$ cat config.mk
export PLATFORM = sky130hd
export DESIGN_NAME = seq_restoring_divider
export DESIGN_NICKNAME = d
export VERILOG_FILES = /design/src/rtl/seq_restoring_divider.sv
export SDC_FILE = /design/constraint.sdc
export NUM_CORES = 1
export LEC_CHECK = 0
export ABC_AREA = 1
export BUFFER_PORTS_ARGS = -buffer_cell sky130_fd_sc_hd__buf_2
export CELL_PAD_IN_SITES_DETAIL_PLACEMENT = 0
export CELL_PAD_IN_SITES_GLOBAL_PLACEMENT = 1
export CORE_MARGIN = 3
export CORE_UTILIZATION = 45
export CTS_BUF_LIST = sky130_fd_sc_hd__clkbuf_4 sky130_fd_sc_hd__clkbuf_8 sky130_fd_sc_hd__clkbuf_16
export DETAILED_ROUTE_END_ITERATION = 8
export GPL_ROUTABILITY_DRIVEN = 0
export PLACE_DENSITY_LB_ADDON = 0.15
export SYNTH_ARGS = -nofsm -noshare
export SYNTH_HDL_FRONTEND = slang
export SYNTH_SLANG_ARGS = --single-unit
$ cat constraint.sdc
create_clock -name clk -period 7.8 [get_ports clk]
set_input_delay 0.39 -clock clk [delete_from_list [all_inputs] [get_ports clk]]
set_output_delay 0.39 -clock clk [all_outputs]
set_load 0.05 [all_outputs]
$ cat src/rtl/seq_restoring_divider.sv
// ============================================================================
// seq_restoring_divider : one-quotient-bit-per-cycle restoring divider | rev 1.0
// ============================================================================
`default_nettype none

module seq_restoring_divider #(
   parameter int WIDTH = 32
) (
   input  logic             clk,
   input  logic             rst,
   input  logic             start,
   input  logic             is_signed,
   input  logic [WIDTH-1:0] dividend,
   input  logic [WIDTH-1:0] divisor,
   output logic             busy,
   output logic             done,
   output logic [WIDTH-1:0] quotient,
   output logic [WIDTH-1:0] remainder,
   output logic             div_by_zero
);

   localparam int CW = $clog2(WIDTH);

   typedef enum logic [1:0] {
      S_IDLE = 2'd0,
      S_RUN  = 2'd1,
      S_DONE = 2'd2
   } state_t;

   state_t           state, state_nxt;
   logic             accept;
   logic [CW-1:0]    count;
   logic [WIDTH-1:0] rem, quo, dsr;
   logic             neg_q, neg_r, zero_div;

   logic             dvd_neg, dsr_neg;
   logic [WIDTH-1:0] dvd_mag, dsr_mag;
   logic [WIDTH:0]   shifted;
   logic [WIDTH-1:0] trial;
   logic             fits;
   logic [WIDTH-1:0] rem_step, quo_step;

   always_comb begin
      dvd_neg  = is_signed & dividend[WIDTH-1];
      dsr_neg  = is_signed & divisor[WIDTH-1];
      dvd_mag  = dvd_neg ? (~dividend + 1'b1) : dividend;
      dsr_mag  = dsr_neg ? (~divisor + 1'b1) : divisor;
      // Partial remainder is below the divisor, so a successful trial always fits WIDTH bits.
      shifted  = {rem, quo[WIDTH-1]};
      fits     = (shifted >= {1'b0, dsr});
      trial    = shifted[WIDTH-1:0] - dsr;
      rem_step = fits ? trial : shifted[WIDTH-1:0];
      quo_step = {quo[WIDTH-2:0], fits};
   end

   always_ff @(posedge clk) begin
      if (rst) state <= S_IDLE;
      else     state <= state_nxt;
   end

   always_comb begin
      state_nxt = state;
      accept    = 1'b0;
      busy      = (state != S_IDLE);
      done      = (state == S_DONE);
      case (state)
         S_IDLE: begin
            if (start) begin
               accept    = 1'b1;
               state_nxt = S_RUN;
            end
         end
         S_RUN:   if (count == '0) state_nxt = S_DONE;
         S_DONE:  state_nxt = S_IDLE;
         default: state_nxt = S_IDLE;
      endcase
   end

   // A zero divisor takes a single RUN cycle (count loaded with 0) before DONE.
   always_ff @(posedge clk) begin
      if (rst) begin
         count       <= '0;
         rem         <= '0;
         quo         <= '0;
         dsr         <= '0;
         neg_q       <= 1'b0;
         neg_r       <= 1'b0;
         zero_div    <= 1'b0;
         quotient    <= '0;
         remainder   <= '0;
         div_by_zero <= 1'b0;
      end else if (accept) begin
         zero_div    <= (divisor == '0);
         count       <= (divisor == '0) ? '0 : CW'(WIDTH - 1);
         rem         <= '0;
         quo         <= (divisor == '0) ? dividend : dvd_mag;
         dsr         <= dsr_mag;
         neg_q       <= dvd_neg ^ dsr_neg;
         neg_r       <= dvd_neg;
         div_by_zero <= 1'b0;
      end else if (state == S_RUN) begin
         if (zero_div) begin
            quotient    <= '1;
            remainder   <= quo;
            div_by_zero <= 1'b1;
         end else begin
            rem   <= rem_step;
            quo   <= quo_step;
            count <= count - 1'b1;
            if (count == '0) begin
               quotient  <= neg_q ? (~quo_step + 1'b1) : quo_step;
               remainder <= neg_r ? (~rem_step + 1'b1) : rem_step;
            end
         end
      end
   end

endmodule

`default_nettype wire

==> results.md, run 1 <==
* ANT cells at 0
* Post-synthesis adder-cell area fraction at 3.84%
* Starting density of the core at 46.1%
* Clk_lat worst skew at 0.46 ns
* TritonCTS clock tree: yes
* IO buf count at 134
* Synth Area in Compound Gates at 19.5%
* Largest net degree at the start of global routing at 68
* Status: finished clean
* Total CTS buffers at 17
* Xor/xnor share of the synthesized area at 4.68%
* Flops & latches, synth at 171
* Tot GR Track Use at 29.4%
* RSZ-0062 raised after global routing: false
* Mux contribution to synthesized area at 0%
* Post-DP HPWL at 34.9 mm
* Critical path endpoint category: register
* Die height at 175 um
* TritonCTS Sinks at 171
* Tot Pwr at 4.24 mW
* Detail Route Antenna Nets at 0
* Worst EP arrival at 5.55 ns
* First-pass GRT wire length at 71.2 mm
* Met2 WL post-DR at 19.6 mm
* Met3 WL at 3.80 mm
* DR DRC count at 0
* Vias in the first global route at 12700
* Total Routed Length at 45.8 mm
* Routed via count at 14000
* Slew HR at 21.1%
* Power per cell area at 295 nW/um^2
* Worst hold path class: in -> reg
* Most common cell after layout, fill and taps aside: nand2_1
* P&R area growth vs syn at 11.2%
* Ys Warns at 0
* M1 WL at 21.7 mm
* Post-synth EDFFs at 0
* DR top layer: met4
* Antenna violations before repair at 0
* Post_cts resized at 0
* Worst clock skew at 0.0259 ns
* Endpoints failing setup at 0
* Primary FF master, synth: dfxtp_1
* Worst Hold Slack at 0.229 ns
* CTS Hold Bufs at 0
* VDD IR-drop max at 0.136 mV
* Leak at 7.33 nW
* Postcts setup bufs at 0
* Average size of a mapped cell at 6.12 sq um
* Final worst path period need at 5.21 ns
* FP Rows at 61
* Wire length per cell at 17.7 um
* Post-Synthesis Cell Area at 12900 sq um
* Maximum fanout along the worst path at 44
* Max Cap Viol at 0
* Area after DPL at 13800 sq um
* Setup TNS at 0 ns
* Final hold vios at 0
* Most frequent cells in the layout: nand2_1 (512), inv_1 (331), nor2_1 (175)
* Die W at 175 um
* Post-route cell area at 14300 sq um
* F_max at 192 MHz
* I/O pin count at 135
* Seq/Total Area, Yosys at 26.5%
* Pins over their slew limit at 0
* Critical Path RT at 8.14 ns
* Clock root buffer: clkbuf_16
* Ys async rst share at 0%
* H-Tree Depth at 4
* Core Region at 28000 sq um
* Nets@finish at 2300
* 1st-iter DRT viols at 1440
* Setup CP Type: reg -> reg
* Fill cell count at 3052
* Detailed Routing Iterations Pass 1 at 6
* CTS clk-pin slew, worst paths at 0.08 ns
* Syn Inst Count at 2108
* Vias/cell at 5.42
* Share of cells above drive strength 1 at 12.0%
* Cell variety after synth at 56
* Syn nets at 2215
* Startpoint types: register
* Die footprint at 30700 sq um
* Main combinational cell family by area after synthesis: simple AND/OR/NAND/NOR gates
* Grt ovf at 0
* Clk buf depth at 2
* Final Cycle Share at 66.8%
* Worst-margin pin slew at 1.18 ns
* Synth Area in Simple Gates at 32.3%
## worst max-delay path, stage by stage, from the launching register on
cell	delay, ns
dfxtp_1	0.31
inv_1	0.05
ha_1	0.35
a21oi_1	0.28
nand2_1	0.11
a21oi_1	0.15
nand2_1	0.10
nor2_4	0.64
nand2_8	0.36
inv_4	0.27
ha_1	0.20
nand3_1	0.13
nor3_2	0.16
nand3_1	0.14
nor3_1	0.45
nand2_1	0.15
o21ai_1	0.24
o21ai_0	0.21
a21oi_1	0.25
o21ai_1	0.11
xor2_1	0.17
o221ai_1	0.16
inv_1	0.06
## Yosys cell counts, types with 3 or more instances
| cell | count | area (sq um) |
|---|---|---|
| o21ai_0 | 172 | 861 |
| o21ai_1 | 8 | 40.0 |
| nand2_1 | 514 | 1930 |
| nand2_4 | 3 | 33.8 |
| a21oi_1 | 165 | 826 |
| nor2_1 | 177 | 664 |
| o211ai_1 | 27 | 203 |
| inv_1 | 331 | 1240 |
| clkbuf_1 | 62 | 233 |
| nand4_1 | 15 | 93.8 |
| nor3_2 | 3 | 30.0 |
| o21bai_1 | 4 | 30.0 |
| nand3_2 | 9 | 90.1 |
| dfxtp_1 | 171 | 3420 |
| nand2_2 | 23 | 144 |
| nand3_1 | 128 | 641 |
| buf_2 | 6 | 30.0 |
| ha_1 | 38 | 475 |
| or2_2 | 3 | 18.8 |
| inv_2 | 11 | 41.3 |
| o32ai_1 | 6 | 52.6 |
| a211oi_1 | 4 | 30.0 |
| nor3_1 | 28 | 140 |
| nand3b_1 | 8 | 60.1 |
| nor2_4 | 8 | 90.1 |
| nor2_2 | 16 | 100 |
| o22ai_1 | 18 | 113 |
| nor4_1 | 9 | 56.3 |
| a21o_1 | 3 | 22.5 |
| buf_6 | 4 | 45.0 |
| clkinv_1 | 6 | 22.5 |
| buf_4 | 4 | 30.0 |
| o21a_1 | 4 | 30.0 |
| a31oi_1 | 16 | 100 |
| xnor2_1 | 13 | 114 |
| o221ai_1 | 10 | 87.6 |
| xor2_1 | 56 | 490 |
## where the power goes
part | switching (mW) | internal, mW | total (mW)
Sequential | 0.0868 | 0.976 | 1.06
Clock | 0.450 | 0.429 | 0.879
Combinational | 1.67 | 0.628 | 2.29
## final timing paths
path | start | end | slack (ns) | cells after the start
max | dsr[28] | quotient[30] | 2.59 | 22
min reg2reg | dsr[18] | dsr[18] | 0.46 | 2
min | divisor[4] | dsr[4] | 0.23 | 3
max reg2reg | dsr[28] | quotient[30] | 2.59 | 22
## flip-flops by register name, summed over array words and instances, names as in the netlist
name,flops
state,2
quo,32
remainder,32
count,5
neg_r,1
div_by_zero,1
quotient,32
dsr,32
neg_q,1
zero_div,1
rem,32
## per-stage QoR
| stage | setup slack, ns | util, % | cells |
|---|---|---|---|
| 2_1_floorplan | 4.21 | - | 2108 |
| 3_3_place_gp | 2.90 | 49.2 | 2552 |
| 3_5_place_dp | 2.80 | 49.2 | 2552 |
| 4_1_cts | 2.79 | 51.2 | 2583 |
| 5_1_grt | 2.21 | 51.2 | 2583 |
| 6_report | 2.59 | 51.2 | 2583 |
## logic make-up (layout without fill, tap and decap cells)
logic type | count (synthesis) | in the layout
DFF | 171 | 171
buffers and inverters | 429 | 526
xor gates and xnor gates | 69 | 69
adders and majority gates | 39 | 39
and+or+nand+nor | 952 | 952
AOI/OAI and AO/OA | 448 | 448
## area by class of cell
class	instances	area, sq um	share of cell area, %
Clock buffer	17	425	2.97
Clock inverter	14	148	1.03
Inverter	349	1310	9.15
Multi-Input combinational cell	1508	7800	54.4
Sequential cell	171	3420	23.9
Tap cell	378	473	3.30
Timing Repair Buffer	146	761	5.30
## per-layer routing
layer | vias up | global-route usage (%)
li1 | 6987 | -
met1 | 6452 | 43.6
met2 | 505 | 44.1
met3 | 55 | 5.32
met4 | 0 | 6.95
met5 | - | 0
(Power assumes the default switching activity.)
==> run 2: changes to the inputs <==
CORE_UTILIZATION = 42   (was 45)
clock period = 5.4 ns   (was 7.8 ns; I/O delays follow)
==> run 2 against run 1 <==
  * Setup slack worse by 1.7 ns
  * Non-clock buffer count grew 5
  * Die area rose by 6.9%
  * Fmax is 17% higher
  * Clock-buffer cell count is 1 higher
  * Critical path type unchanged
  * Final cell count rose by 0.70%
  * Highest routed layer unchanged
==> results.md, run 2 (synthesis results as in run 1) <==
* Status: finished clean (unchanged)
* 1st-iter DRT viols at 1209 (was 1440)
* Routed via count at 13900 (was 14000)
* Setup TNS at 0 ns (unchanged)
* Final hold vios at 0 (unchanged)
* First-pass GRT wire length at 72.3 mm (was 71.2 mm)
* Pins over their slew limit at 0 (unchanged)
* TritonCTS Sinks at 171 (unchanged)
* VDD IR-drop max at 0.251 mV (was 0.136 mV)
* Clk_lat worst skew at 0.47 ns (was 0.46 ns)
* Core Region at 30000 sq um (was 28000 sq um)
* CTS clk-pin slew, worst paths at 0.08 ns (about the same)
* Most used cell, CP: nand2_1
* Vias/cell at 5.33 (was 5.42)
* Critical Path RT at 5.76 ns (was 8.14 ns)
* P&R area growth vs syn at 11.7% (was 11.2%)
* Setup CP Type: reg -> reg (unchanged)
* Slowest-stage cell, CP: nor3_1 (was nor2_4)
* Total Routed Length at 46.1 mm (was 45.8 mm)
* Wire length per cell at 17.7 um (about the same)
* Detail Route Antenna Nets at 0 (unchanged)
* Startpoint types: register (unchanged)
* Most common cell after layout, fill and taps aside: nand2_1 (unchanged)
* Post_cts resized at 0 (unchanged)
* Starting density of the core at 43.1% (was 46.1%)
* Worst-margin pin slew at 1.05 ns (was 1.18 ns)
* Nets@finish at 2305 (was 2300)
* Antenna violations before repair at 0 (unchanged)
* Clock root buffer: clkbuf_16 (unchanged)
* Maximum fanout along the worst path at 14 (was 44)
* Slew HR at 29.5% (was 21.1%)
* Clock power frac at 20.8% (was 20.7%)
* IO buf count at 134 (unchanged)
* TritonCTS clock tree: yes (unchanged)
* Gate power share at 54.2% (about the same)
* Die height at 181 um (was 175 um)
* Fill cell count at 3282 (was 3052)
* F_max at 224 MHz (was 192 MHz)
* Worst EP arrival at 4.82 ns (was 5.55 ns)
* CTS Hold Bufs at 0 (unchanged)
* Final core utilization at 48.1% (was 51.2%)
* FF-to-FF Start: dsr[24] (was dsr[28])
* Seq pwr share at 25.0% (was 25.1%)
* Final Cycle Share at 82.7% (was 66.8%)
* Worst hold path class: in -> reg (unchanged)
* Slowest stage delay, CP at 0.46 ns (was 0.64 ns)
* Most frequent cells in the layout: nand2_1 (512), inv_1 (331), nor2_1 (175) (unchanged)
* CP Launch Point: dsr[24] (was dsr[28])
* ANT cells at 0 (unchanged)
* R2r setup slk at 0.93 ns (was 2.59 ns)
* Die W at 181 um (was 175 um)
* Grt ovf at 0 (unchanged)
* Switch share at 51.3% (was 52.0%)
* Critical Path Sink: quotient[30] (unchanged)
* Detailed Routing Iterations Pass 1 at 6 (unchanged)
* Max Cap Viol at 0 (unchanged)
* Vias in the first global route at 12800 (was 12700)
* I/O pin count at 135 (unchanged)
* Critical path endpoint category: register (unchanged)
* Largest net degree at the start of global routing at 68 (unchanged)
* Total CTS buffers at 17 (unchanged)
* Worst clock skew at 0.0188 ns (was 0.0259 ns)
* Net switching power at 3.16 mW (was 2.20 mW)
* CP bufs+invs at 4 (was 3)
* Power per cell area at 427 nW/um^2 (was 295 nW/um^2)
* FP Rows at 63 (was 61)
* Endpoints failing setup at 0 (unchanged)
* H-Tree Depth at 4 (unchanged)
* RSZ-0062 raised after global routing: false (unchanged)
* Tot GR Track Use at 27.7% (was 29.4%)
* Die footprint at 32900 sq um (was 30700 sq um)
* DR DRC count at 0 (unchanged)
* Reg-to-Reg End: quotient[30] (unchanged)
* Crit path depth at 24 (was 22)
* Internal at 2.99 mW (was 2.03 mW)
* Final worst path period need at 4.47 ns (was 5.21 ns)
* Post-DP HPWL at 35.6 mm (was 34.9 mm)
* Leak at 7.36 nW (was 7.33 nW)
* CP top delay family: simple AND/OR/NAND/NOR gates (unchanged)
* Cell Chain, Critical Path: inv_1 -> ha_1 -> a21oi_1 -> nand2_1 -> clkinv_1 -> nand2_1 -> nand2_1 -> nand2_1 -> nor2_4 -> nand2_8 -> inv_4 -> ha_1 -> nand3_1 -> nor3_2 -> nand3_1 -> nor3_1 -> nand2_1 -> o21ai_1 -> o21ai_0 -> a21oi_1 -> o21ai_1 -> xor2_1 -> o221ai_1 -> inv_1 (was inv_1 -> ha_1 -> a21oi_1 -> nand2_1 -> a21oi_1 -> nand2_1 -> nor2_4 -> nand2_8 -> inv_4 -> ha_1 -> nand3_1 -> nor3_2 -> nand3_1 -> nor3_1 -> nand2_1 -> o21ai_1 -> o21ai_0 -> a21oi_1 -> o21ai_1 -> xor2_1 -> o221ai_1 -> inv_1)
* Clk buf depth at 2 (unchanged)
* Postcts setup bufs at 0 (unchanged)
* Reg2reg path depth at 24 (was 22)
* Share of cells above drive strength 1 at 12.2% (was 12.0%)
run 2: layout make-up:
cell class | instances | area, sq um | area share (%)
clock inverters | 14 | 150 | 1.04
repair buffers | 151 | 798 | 5.54
inverters | 349 | 1310 | 9.11
multi-input cells | 1508 | 7800 | 54.1
well taps | 390 | 488 | 3.39
flip-flops and latches | 171 | 3420 | 23.8
clock buffers | 18 | 433 | 3.01
run 2: stage by stage:
step                      total power, mW  cell area [sq um]  setup WS, ns  std cells  hold WS [ns]
after detailed placement             4.85              13800          1.07       2569         0.444
after global routing                 6.61              14400         0.552       2601         0.108
after global placement               4.85              13800          1.18       2569         0.437
final                                6.15              14400         0.935       2601        0.0982
after CTS                            6.14              14400          1.03       2601        0.0784
after floorplan                      3.97              12900          1.81       2108         0.409
run 2: per-layer routing:
layer  wire [um]  GRT usage, %  up-vias  share of wire, %
met1       22700          42.0     6372                49
li1            -             -     6989                 -
met5           0             0        -                 0
met3        3260          4.39       42               7.1
met2       19500          41.0      460                42
met4         706          6.12        0               1.5
run 2: worst register-to-register path: stages, from the launching register on:
cell	delay, ns
dfxtp_1	0.42
inv_1	0.07
ha_1	0.35
a21oi_1	0.21
nand2_1	0.12
clkinv_1	0.06
nand2_1	0.08
nand2_1	0.07
nand2_1	0.08
nor2_4	0.17
nand2_8	0.13
inv_4	0.16
ha_1	0.21
nand3_1	0.14
nor3_2	0.18
nand3_1	0.15
nor3_1	0.46
nand2_1	0.16
o21ai_1	0.24
o21ai_0	0.20
a21oi_1	0.25
o21ai_1	0.12
xor2_1	0.16
o221ai_1	0.14
inv_1	0.05
run 2: power groups by stage:
stage | sequential (mW) | combinational (mW) | clock, mW
detailed placement | 1.56 | 3.29 | 0
floorplan | 1.74 | 2.22 | 0
CTS | 1.53 | 3.31 | 1.30
finish | 1.54 | 3.33 | 1.28
global placement | 1.56 | 3.29 | 0
global route | 1.55 | 3.70 | 1.35
run 2: worst min-delay path by stage:
stage	end	startpoint	cells past startpoint
finish	quo[0]	dividend[0]	3
CTS	quo[0]	dividend[0]	3
detailed placement	dsr[18]	dsr[18]	2
floorplan	dsr[31]	divisor[31]	2
global route	quo[0]	dividend[0]	3
global placement	dsr[18]	dsr[18]	2
==> run 3: changes to the inputs <==
ABC_AREA = 0   (was 1)
CORE_UTILIZATION = 44   (was 42)
clock period = 4.5 ns   (was 5.4 ns; I/O delays follow)
==> run 3 against run 2 <==
  * Core utilization grew 3.5 points
  * First-iteration DRC count down 1.6%
  * Critical endpoint is now remainder[30]
  * Wire length is 10% lower
  * Non-clock buffer count grew 28
  * Largest power group unchanged
  * Sequential cell count unchanged
  * Critical path type unchanged
  * Sequential share of layout area is 0.63 points higher
  * Final cell count decreased by 20%
  * Fmax rose by 3.9%
  * Combinational power is 2% lower
  * Synthesized cell count fell by 23%
  * Hold slack worse by 0.030 ns
==> results.md, run 3 <==
* Status: finished clean (unchanged)
* Worst Hold Slack at 0.0683 ns (was 0.0982 ns)
* Leak at 5.35 nW (was 7.36 nW)
* Final core utilization at 51.6% (was 48.1%)
* H-Tree Depth at 4 (unchanged)
* TritonCTS clock tree: yes (unchanged)
* Cell taking the most area after synthesis: dfxtp_1 (unchanged)
* Average size of a mapped cell at 7.59 sq um (was 6.12 sq um)
* Ys Warns at 0 (unchanged)
* F_max at 233 MHz (was 224 MHz)
* Post-synth top area share at 27.8% (was 26.5%)
* IO buf count at 134 (unchanged)
* Most common cell after layout, fill and taps aside: nor2_1 (was nand2_1)
* Ys async rst share at 0% (unchanged)
* I/O pin count at 135 (unchanged)
* Largest net degree at the start of global routing at 92 (was 68)
* R2r setup slk at 0.20 ns (was 0.93 ns)
* Slew HR at 26.3% (was 29.5%)
* Most frequent cells after synthesis: nor2_1 (204), nand2_1 (199), dfxtp_1 (171) (was nand2_1 (514), inv_1 (331), nor2_1 (177))
* DR DRC count at 0 (unchanged)
* Post-DP HPWL at 31.7 mm (was 35.6 mm)
* Worst-margin pin slew at 1.10 ns (was 1.05 ns)
* CP Launch Point: dsr[22] (was dsr[24])
* 1st-iter DRT viols at 1190 (was 1209)
* Share of cells above drive strength 1 at 18.0% (was 12.2%)
* Worst clock skew at 0.0201 ns (was 0.0188 ns)
* Hold Startpoint: divisor[1] (was dividend[0])
* First-pass GRT wire length at 63.6 mm (was 72.3 mm)
* Worst hold path class: in -> reg (unchanged)
* Die footprint at 30000 sq um (was 32900 sq um)
* CTS clk-pin slew, worst paths at 0.08 ns (about the same)
* VDD IR-drop max at 0.314 mV (was 0.251 mV)
* Die height at 173 um (was 181 um)
* Routed via count at 12400 (was 13900)
* Final Cycle Share at 95.5% (was 82.7%)
* Count leader, synth: nor2_1 (was nand2_1)
* Pins over their slew limit at 0 (unchanged)
* Syn Inst Count at 1622 (was 2108)
* Area of the multi-input gates at 8330 sq um (was 7800 sq um)
* Max Cap Viol at 0 (unchanged)
* Reg2reg path depth at 21 (was 24)
* Endpoints failing setup at 0 (unchanged)
* FF-to-FF Start: dsr[22] (was dsr[24])
* Hold Path Depth at 3 (unchanged)
* Most frequent cells in the layout: nor2_1 (200), nand2_1 (196), dfxtp_1 (166) (was nand2_1 (512), inv_1 (331), nor2_1 (175))
* ANT cells at 0 (unchanged)
* CTS Hold Bufs at 0 (unchanged)
* Vias in the first global route at 11100 (was 12800)
* Die W at 173 um (was 181 um)
* FP Rows at 60 (was 63)
* Tot GR Track Use at 26.5% (was 27.7%)
* Reg-to-Reg End: remainder[30] (was quotient[30])
* Fill cell count at 2751 (was 3282)
* Vias/cell at 5.93 (was 5.33)
* Wire length per cell at 19.9 um (was 17.7 um)
* Reg area at 3430 sq um (was 3420 sq um)
* Power per cell area at 472 nW/um^2 (was 427 nW/um^2)
* TritonCTS Sinks at 171 (unchanged)
* Post-synth EDFFs at 0 (unchanged)
* Critical Path RT at 4.86 ns (was 5.76 ns)
* Critical path endpoint category: register (unchanged)
* Total Routed Length at 41.5 mm (was 46.1 mm)
* Post-Synthesis Cell Area at 12300 sq um (was 12900 sq um)
* Maximum fanout along the worst path at 6 (was 14)
* Primary FF master, synth: dfxtp_1 (unchanged)
* Worst hold endpoint: dsr[1] (was quo[0])
* Antenna violations before repair at 0 (unchanged)
* Core Region at 27300 sq um (was 30000 sq um)
* Starting density of the core at 45.1% (was 43.1%)
* Syn nets at 1729 (was 2215)
* Worst EP arrival at 4.66 ns (was 4.82 ns)
* Detail Route Antenna Nets at 0 (unchanged)
* Synth top area cells: dfxtp_1 (28%), a211oi_1 (6.6%), nor2_1 (6.2%) (was dfxtp_1 (27%), nand2_1 (15%), inv_1 (9.6%))
* Cell variety after synth at 97 (was 56)
* Detailed Routing Iterations Pass 1 at 7 (was 6)
* Setup CP Type: reg -> reg (unchanged)
* Final worst path period need at 4.30 ns (was 4.47 ns)
* Seq/Total Area, Yosys at 27.8% (was 26.5%)
* Flops & latches, synth at 171 (unchanged)
* Clk_lat worst skew at 0.45 ns (was 0.47 ns)
* Total CTS buffers at 17 (unchanged)
* Grt ovf at 0 (unchanged)
* Clock root buffer: clkbuf_16 (unchanged)
* Nets@finish at 1808 (was 2305)
* Final hold vios at 0 (unchanged)
* P&R area growth vs syn at 14.3% (was 11.7%)
* Startpoint types: register (unchanged)
* Clk buf depth at 2 (unchanged)
## run 3: cell count changes in the layout (fill, tap and decap cells not counted), sizes merged, moves of 17 or more
cell	delta
o31ai	+22
o22ai	-17
or3	+22
a211oi	+106
inv	-286
xnor2	+46
a311oi	+39
a21oi	-78
mux2i	+30
buf	+28
o21ai	-99
nand3	-103
nand2	-341
## run 3: worst max path at each step
stage | cells after the start | slack (ns) | endpoint
floorplan | 22 | 0.03 | remainder[30]
global route | 21 | -0.04 | remainder[30]
detailed placement | 19 | 0.10 | remainder[30]
CTS | 19 | 0.09 | remainder[30]
global placement | 19 | 0.25 | remainder[30]
finish | 21 | 0.20 | remainder[30]
## run 3: timing repair
| item | in CTS | in global routing |
|---|---|---|
| resized for setup | 0 | 63 |
| setup endpoints to repair | 0 | 10 |
| buffers inserted | 0 | 9 |
## run 3: where the power goes
group	switching, mW	internal, mW
clock network	0.773	0.751
registers	0.195	1.66
logic	2.07	1.18
## run 3: through the flow
| stage | cell area (sq um) | power (mW) | instances | setup slack (ns) | setup TNS [ns] |
|---|---|---|---|---|---|
| detailed placement | 13100 | 4.92 | 2045 | 0.104 | 0 |
| global placement | 13100 | 4.92 | 2045 | 0.252 | 0 |
| CTS | 13700 | 6.42 | 2077 | 0.0919 | 0 |
| floorplan | 12300 | 4.08 | 1622 | 0.0334 | 0 |
| global route | 14100 | 7.01 | 2086 | -0.0423 | -0.0423 |
| finish | 14100 | 6.63 | 2086 | 0.202 | 0 |
## run 3: cell families (layout without fill, tap and decap cells)
group           Yosys count  in the layout  synth area share, %
xor+xnor                130            130                 9.25
flops                   171            171                 27.8
fa+ha+maj                39             39                 4.03
mux                      31             31                 2.56
simple gates            614            614                 23.2
compound gates          458            458                 26.2
buf+inv                 179            271                 6.92
## run 3: metal layers
layer  global-route usage, %  wire length, um  vias up  share of wire [%]
met4                    6.25              768        0                1.9
met2                    38.9            17500      465                 42
met1                    39.5            20100     5821                 48
li1                        -                -     6039                  -
met3                    5.54             3130       48                7.6
met5                       0                0        -                  0
## run 3: final cells by class
| type | count | share of cell area, % |
|---|---|---|
| Clock buffer | 17 | 3.03 |
| Timing Repair Buffer | 179 | 7.19 |
| Sequential cell | 171 | 24.4 |
| Multi-Input combinational cell | 1272 | 59.2 |
| Tap cell | 372 | 3.31 |
| Inverter | 60 | 1.60 |
| Clock inverter | 15 | 1.23 |
## run 3: worst max-delay path, stage by stage, from the launching register on
cell	delay, ns
dfxtp_1	0.32
inv_1	0.16
ha_2	0.35
nand4_1	0.17
nor3_4	0.08
a2111oi_4	0.38
o211a_2	0.30
nand2_4	0.11
nor2_2	0.10
a21oi_1	0.05
inv_1	0.11
ha_4	0.15
and3b_2	0.21
nand2_1	0.09
nor2_2	0.13
and4_1	0.21
a41oi_2	0.08
a211oi_4	0.34
nand4_2	0.19
o41ai_2	0.34
xnor2_1	0.13
a221oi_2	0.22
